[config.mk]
export PLATFORM = sky130hd
export DESIGN_NAME = regfile_write_arbiter
export DESIGN_NICKNAME = d
export VERILOG_FILES = /design/src/rtl/regfile_write_arbiter.sv
export SDC_FILE = /design/constraint.sdc
export NUM_CORES = 1
export LEC_CHECK = 0
export CAP_MARGIN = 10
export CORE_MARGIN = 2
export CORE_UTILIZATION = 25
export CTS_BUF_LIST = sky130_fd_sc_hd__clkbuf_8
export CTS_CLUSTER_DIAMETER = 100
export DETAILED_ROUTE_END_ITERATION = 8
export GPL_ROUTABILITY_DRIVEN = 0
export PLACE_DENSITY = 0.83
export SLEW_MARGIN = 20
export SYNTH_ARGS = -nofsm -noshare
export SYNTH_HDL_FRONTEND = slang
export SYNTH_SLANG_ARGS = --single-unit
export TNS_END_PERCENT = 5
[constraint.sdc]
create_clock -name clk -period 2.5 [get_ports clk]
set_input_delay 0.375 -clock clk [delete_from_list [all_inputs] [get_ports clk]]
set_output_delay 0.375 -clock clk [all_outputs]
set_load 0.01 [all_outputs]
[src/rtl/regfile_write_arbiter.sv]
// rtl/regfile_write_arbiter.sv - register file write-port arbiter
// Arbitrates the single write port: wb > clear sequencer > debug.
module regfile_write_arbiter #(
  parameter int DATA_WIDTH = 32,
  parameter int ADDR_WIDTH = 5
) (
  input  logic                  clk,
  input  logic                  rst,
  input  logic                  wb_we,
  input  logic [ADDR_WIDTH-1:0] wb_addr,
  input  logic [DATA_WIDTH-1:0] wb_data,
  input  logic                  dbg_valid,
  output logic                  dbg_ready,
  input  logic [ADDR_WIDTH-1:0] dbg_addr,
  input  logic [DATA_WIDTH-1:0] dbg_data,
  input  logic                  clr_start,
  output logic                  clr_busy,
  output logic                  clr_done,
  output logic                  zero_drop,
  output logic                  rf_we,
  output logic [ADDR_WIDTH-1:0] rf_addr,
  output logic [DATA_WIDTH-1:0] rf_data
);

  localparam int NREG = 2 ** ADDR_WIDTH;
  localparam logic [ADDR_WIDTH-1:0] LAST_IDX = ADDR_WIDTH'(NREG - 1);

  typedef enum logic {S_IDLE, S_CLEAR} state_t;

  state_t                r_state, w_state_nxt;
  logic [ADDR_WIDTH-1:0] r_clr_idx, w_clr_idx_nxt;
  logic                  r_clr_done, w_clr_done_nxt;
  logic                  w_dbg_ready;
  logic                  w_dbg_xfer;

  assign w_dbg_ready = (r_state == S_IDLE) && !clr_start && !wb_we;
  assign w_dbg_xfer  = dbg_valid && w_dbg_ready;
  assign dbg_ready   = w_dbg_ready;
  assign clr_busy    = (r_state == S_CLEAR);
  assign clr_done    = r_clr_done;

  always_ff @(posedge clk or posedge rst) begin
    if (rst) begin
      r_state    <= S_IDLE;
      r_clr_idx  <= '0;
      r_clr_done <= 1'b0;
    end else begin
      r_state    <= w_state_nxt;
      r_clr_idx  <= w_clr_idx_nxt;
      r_clr_done <= w_clr_done_nxt;
    end
  end

  always_comb begin
    w_state_nxt    = r_state;
    w_clr_idx_nxt  = r_clr_idx;
    w_clr_done_nxt = 1'b0;
    rf_we          = 1'b0;
    rf_addr        = '0;
    rf_data        = '0;
    zero_drop      = 1'b0;

    if (wb_we) begin
      rf_addr   = wb_addr;
      rf_data   = wb_data;
      rf_we     = (wb_addr != '0);
      zero_drop = (wb_addr == '0);
    end else if (r_state == S_CLEAR) begin
      rf_we   = 1'b1;
      rf_addr = r_clr_idx;
    end else if (w_dbg_xfer) begin
      rf_addr   = dbg_addr;
      rf_data   = dbg_data;
      rf_we     = (dbg_addr != '0);
      zero_drop = (dbg_addr == '0);
    end

    // A start coinciding with the done pulse is dropped so a sequence cannot chain back-to-back.
    case (r_state)
      S_IDLE: begin
        if (clr_start && !r_clr_done) begin
          w_state_nxt   = S_CLEAR;
          w_clr_idx_nxt = ADDR_WIDTH'(1);
        end
      end
      S_CLEAR: begin
        if (!wb_we) begin
          if (r_clr_idx == LAST_IDX) begin
            w_state_nxt    = S_IDLE;
            w_clr_idx_nxt  = '0;
            w_clr_done_nxt = 1'b1;
          end else begin
            w_clr_idx_nxt = r_clr_idx + ADDR_WIDTH'(1);
          end
        end
      end
      default: w_state_nxt = S_IDLE;
    endcase
  end

endmodule

== Word-level counts from Yosys, hierarchy flattened ==
Index checks and enable logic that the tools add are counted.
Storage, ports and cells
  register bits: 7
  output and inout port bits: 42
Operators by class
  reductions and logical operators: 12
  multiplexer cells: 23
  eq/ne operators: 3
  $add $sub $neg: 1
  bitwise operators: 1
Operators by type and width (count)
  32-bit 2-to-1 mux: 3
  5-bit 2-to-1 mux: 6
  1-bit 2-to-1 mux: 12
  5-bit logical NOT: 2
  5-bit case mux with 2 select lines: 1
  5-bit nonzero test: 2
  5-bit by 1-bit adder with 5-bit output (second input constant): 1
  5-bit equality test (second input constant): 1
  1-bit logical AND: 4
  1-bit logical NOT: 3
  2-bit by 1-bit inequality test with 1-bit output (second input constant): 1
  2-bit inequality test (second input constant): 1
  1-bit case mux with 2 select lines: 1
  2-bit AND reduction: 1
  1-bit inverter: 1

== Longest topological paths before layout ==
  depth in word-level cells: 7
  gate-level depth with buffers: 6

== Worst setup path after synthesis ==
Ideal clock, no wire load.
  kind: reg-to-reg
  start: register r_clr_idx[0]
  end: register r_clr_idx[2]
  cell stages (with the launch flop): 7
  library setup time: 65 ps
  path buffers: 0
  clock period less this slack: 1747 ps
  arrival time: 1682 ps
  setup slack: 753 ps
  cells stage by stage: dfrtp_1 -> ha_1 -> and3_1 -> ha_1 -> or3b_4 -> nor3b_2 -> a211o_1
Between the ends
  word-level cells in the longest chain between the ends: 4
  elaborated cells on any way between the ends: 5
  classes of those cells: add/sub (1); eq/ne (1); mux (3)
RTL lines
  start, declared: line 31  | logic [ADDR_WIDTH-1:0] r_clr_idx, w_clr_idx_nxt;
  start signal, assigned: line 49  | r_clr_idx <= w_clr_idx_nxt;
  5-bit by 1-bit adder with 5-bit output / 5-bit equality test (equally long branches): line 93, 88
  5-bit 2-to-1 mux (*): line 88  | if (r_clr_idx == LAST_IDX) begin
  5-bit 2-to-1 mux (*): line 87  | if (!wb_we) begin
  5-bit case mux with 2 select lines (*): line 79  | case (r_state)
Every way passes the cells marked *; elsewhere a longest branch is shown, timed or not. The select of a mux whose other input is x is not followed.
A chain may end at the register's enable or synchronous reset.

== Final worst setup path ==
  start: register r_state (netlist: clr_busy)
  end: output port rf_data[3]
Between the ends
  word-level cells in the longest chain between the ends: 7
RTL lines
  start, declared: line 30  | state_t r_state, w_state_nxt;
  start signal, assigned: line 48  | r_state <= w_state_nxt;
  1-bit inverter
  1-bit logical AND (2 in a row): line 36  | assign w_dbg_ready = (r_state == S_IDLE) && !clr_start && !wb_we;
  1-bit logical AND: line 37  | assign w_dbg_xfer = dbg_valid && w_dbg_ready;
  32-bit 2-to-1 mux: line 71  | end else if (w_dbg_xfer) begin
  32-bit 2-to-1 mux (*): line 68  | end else if (r_state == S_CLEAR) begin
  32-bit 2-to-1 mux (*): line 63  | if (wb_we) begin
  end, declared: line 22  | output logic [DATA_WIDTH-1:0] rf_data
Every way passes the cells marked *; elsewhere a longest branch is shown, timed or not.

==> metrics.yaml <==
status:
  status: "complete, no violations"
pwr:
  power_leakage_nw: 1.187
  netSwitchingPower_mw: 0.2160
  power.internal_mw: 0.5133
  peakVddDrop_mv: 0.3479
  p_per_area_nw_per_um2: 321.2
  seqPwrFrac_pct: 25.5
  p_comb_share_pct: 52.8
  swShare_pct: 29.62
  p_total_mw: 0.7294
  clock_power_share_pct: 21.7
final_layout:
  layout.cells.non_filler: 268
  area_growth_pct: 163.8
  finalInstanceArea_um2: 2271
  post-route-util_pct: 68.59
  final_nets: 304
  fillers: 274
  n_antenna_cell: 0
  final_layout_size_suffix_gt1_share_pct: 7.658
detailed_routing:
  drc: 0
  dr.pass1.iters: 4
  drtIter0Drc: 38
  wirelength_um: 4324
  antenna_left: 0
  vias: 1315
  viasPerCell: 4.907
  wl_per_cell_um: 16.13
logic_synthesis:
  synth_fp_nets: 180
  async_reset_ff_share_pct: 100.0
  synth_top_family_by_area: "compound AO/OA/AOI/OAI gates"
  netlist_instances: 99
  ys_seq_area_share_pct: 20.35
  synthXorXnorAreaFrac_pct: 0
  netlist_area_um2: 860.8
  synth_fa_ha_area_share_pct: 2.907
  synth-compound-area-share_pct: 47.09
  synthMuxAreaShare_pct: 0
  syn_area_per_cell_um2: 8.695
  yosys_warnings: 0
  ys.flop_type: "dfrtp_1"
  synth_cell_types: 29
  ys_ff_latch: 7
  synth_edf_count: 0
  yosys.area_share.simple_pct: 23.40
global_routing:
  gr-total-overflow: 0
  grt_use_total_pct: 21.24
  grt_pass1_vias: 1341
  grt_pass1_wl_um: 6568
  grt_max_degree: 34
  antenna_found_initial: 0
clocking:
  cts_sinks: 7
  hold_buffers: 0
  clk_path_buf_depth: 2
  cts_buffers: 3
  htree_levels: 1
  clk_latency_ps: 230
  cts_tree: "yes"
  clkTransAtPathRegs_ps: 40
  root_buffer: "clkbuf_8"
floorplanning:
  rows: 21
  die_area_um2: 3929
  core-area_um2: 3311
  io_pins: 121
  die_y_um: 62.68
  start_util_pct: 26.00
  die-width_um: 62.68
timing:
  setup_viol_count_final: 0
  hold_violations: 0
  slew_violations: 0
  clock.fmax_ghz: 0.4173
  worstMarginPinSlew_ps: 328.4
  fin_worst_skew_ps: 3.586
  min_period_ps: 2396
  period_share_pct: 95.85
  slew_headroom_pct: 78.10
setup_path:
  cp-end-kind: "output pin"
  cp-start-kind: "flop"
  crit_required_ps: 2120
  crit_arrival_ps: 2020
  path_max_fanout: 16
  path_class: "flop to output pin"
placement:
  dp.cells: 262
  dpl-instance-area_um2: 2131
  io_buffers: 120
  place_hpwl_um: 3277
min_path:
  hp-class: "input pin to async pin"
job:
  cap_violations: 0
cell families after synthesis:
group / Yosys count
AO/OA/AOI/OAI: 50
AND/OR/NAND/NOR: 29
buffers and inverters: 11
flip-flops: 7
adder cells (fa/ha/maj): 2
layer usage:
| metal | global-route usage, % | wire (um) | vias to the layer above |
|---|---|---|---|
| met5 | 0 | 0 | - |
| met3 | 6.126 | 264 | 8 |
| met1 | 24.61 | 1816 | 603 |
| li1 | - | - | 648 |
| met2 | 37.10 | 2163 | 56 |
| met4 | 7.500 | 79 | 0 |
power by group through the flow:
| stage | Combinational, mW | Sequential (mW) | Clock [mW] |
|---|---|---|---|
| after CTS | 0.391 | 0.184 | 0.161 |
| after detailed placement | 0.388 | 0.186 | 0 |
| final | 0.385 | 0.186 | 0.158 |
| after floorplan | 0.156 | 0.175 | 0 |
| after global routing | 0.415 | 0.190 | 0.173 |
| after global placement | 0.385 | 0.185 | 0 |
cells in the final DEF, fill, tap and decap left out, types with 2 or more instances in the layout:
cell,instances
clkdlybuf4s50_1,96
a22o_1,34
dlymetal6s2s_1,23
dfrtp_1,7
nand2_1,6
buf_4,6
nor2_1,4
a22oi_1,4
o21ai_0,4
inv_1,3
a21oi_1,3
clkbuf_8,3
nor2b_1,2
nor3b_2,2
a211o_1,2
nand3_1,2
nor3_1,2
nand2b_1,2
ha_1,2
path summary, 6_finish.rpt:
check                      cells after the start  slack (ps)                        to                     start
setup / recovery                               5         100                rf_data[3]        clr_busy$_DFF_PP0_
hold / removal                                 2         380        clr_done$_DFF_PP0_                       rst
setup reg to reg                               6         620  r_clr_idx[2]$_DFFE_PP0P_  r_clr_idx[0]$_DFFE_PP0P_
hold reg to reg                                1         560  r_clr_idx[4]$_DFFE_PP0P_  r_clr_idx[4]$_DFFE_PP0P_
max in group asynchronous                      2        1900  r_clr_idx[2]$_DFFE_PP0P_                       rst
min in group clk                               1         560  r_clr_idx[4]$_DFFE_PP0P_  r_clr_idx[4]$_DFFE_PP0P_
area by class of cell:
class / instances / area (um^2) / share of cell area, %
timing repair buffer: 128 / 1348 / 59.34
inverter: 2 / 7.507 / 0.3306
sequential: 7 / 175.2 / 7.713
clock buffer: 3 / 41.29 / 1.818
clock inverter: 1 / 3.754 / 0.1653
tap: 46 / 57.56 / 2.534
multi-input combinational: 81 / 638.1 / 28.10
metrics by stage:
| step | setup WS, ps | setup TNS [ps] | hold WS (ps) |
|---|---|---|---|
| finish | 103.7 | 0 | 378.1 |
| global route | -0.04508 | -0.04508 | 426.4 |
| CTS | 7.502 | 0 | 386.9 |
| detailed placement | -8.405 | -8.405 | 540.9 |
| global placement | 44.25 | 0 | 537.6 |
| floorplan | 753.0 | 0 | 178.4 |
what timing repair did:
item | CTS | global route
pin swaps | 0 | 1
setup buffers | 0 | 1
setup endpoints to repair | 1 | 37
gates resized for setup | 1 | 24
gates cloned | 0 | 1
state kept, by name, indices dropped and copies added, names as in the netlist:
name,flops
r_clr_idx,5
clr_done,1
clr_busy,1
critical path, cell delays in order (launching register included):
cell and delay (ps):
dfrtp_1 480, nor4b_4 300, buf_4 180, clkbuf_16 170, a22o_1 130, clkdlybuf4s50_1 530
cells in the mapped netlist, drive strengths merged, types with 3 or more instances:
master	n	area [um^2]
nor2	4	15.01
a22oi	4	30.03
clkbuf	4	15.01
o21ai	4	20.02
nor3b	4	45.05
buf	5	31.28
a21oi	3	15.01
a22o	34	297.8
nor3	3	20.02
dfrtp	7	175.2
nand2	6	22.52
Power figures use the tool's default switching activity.
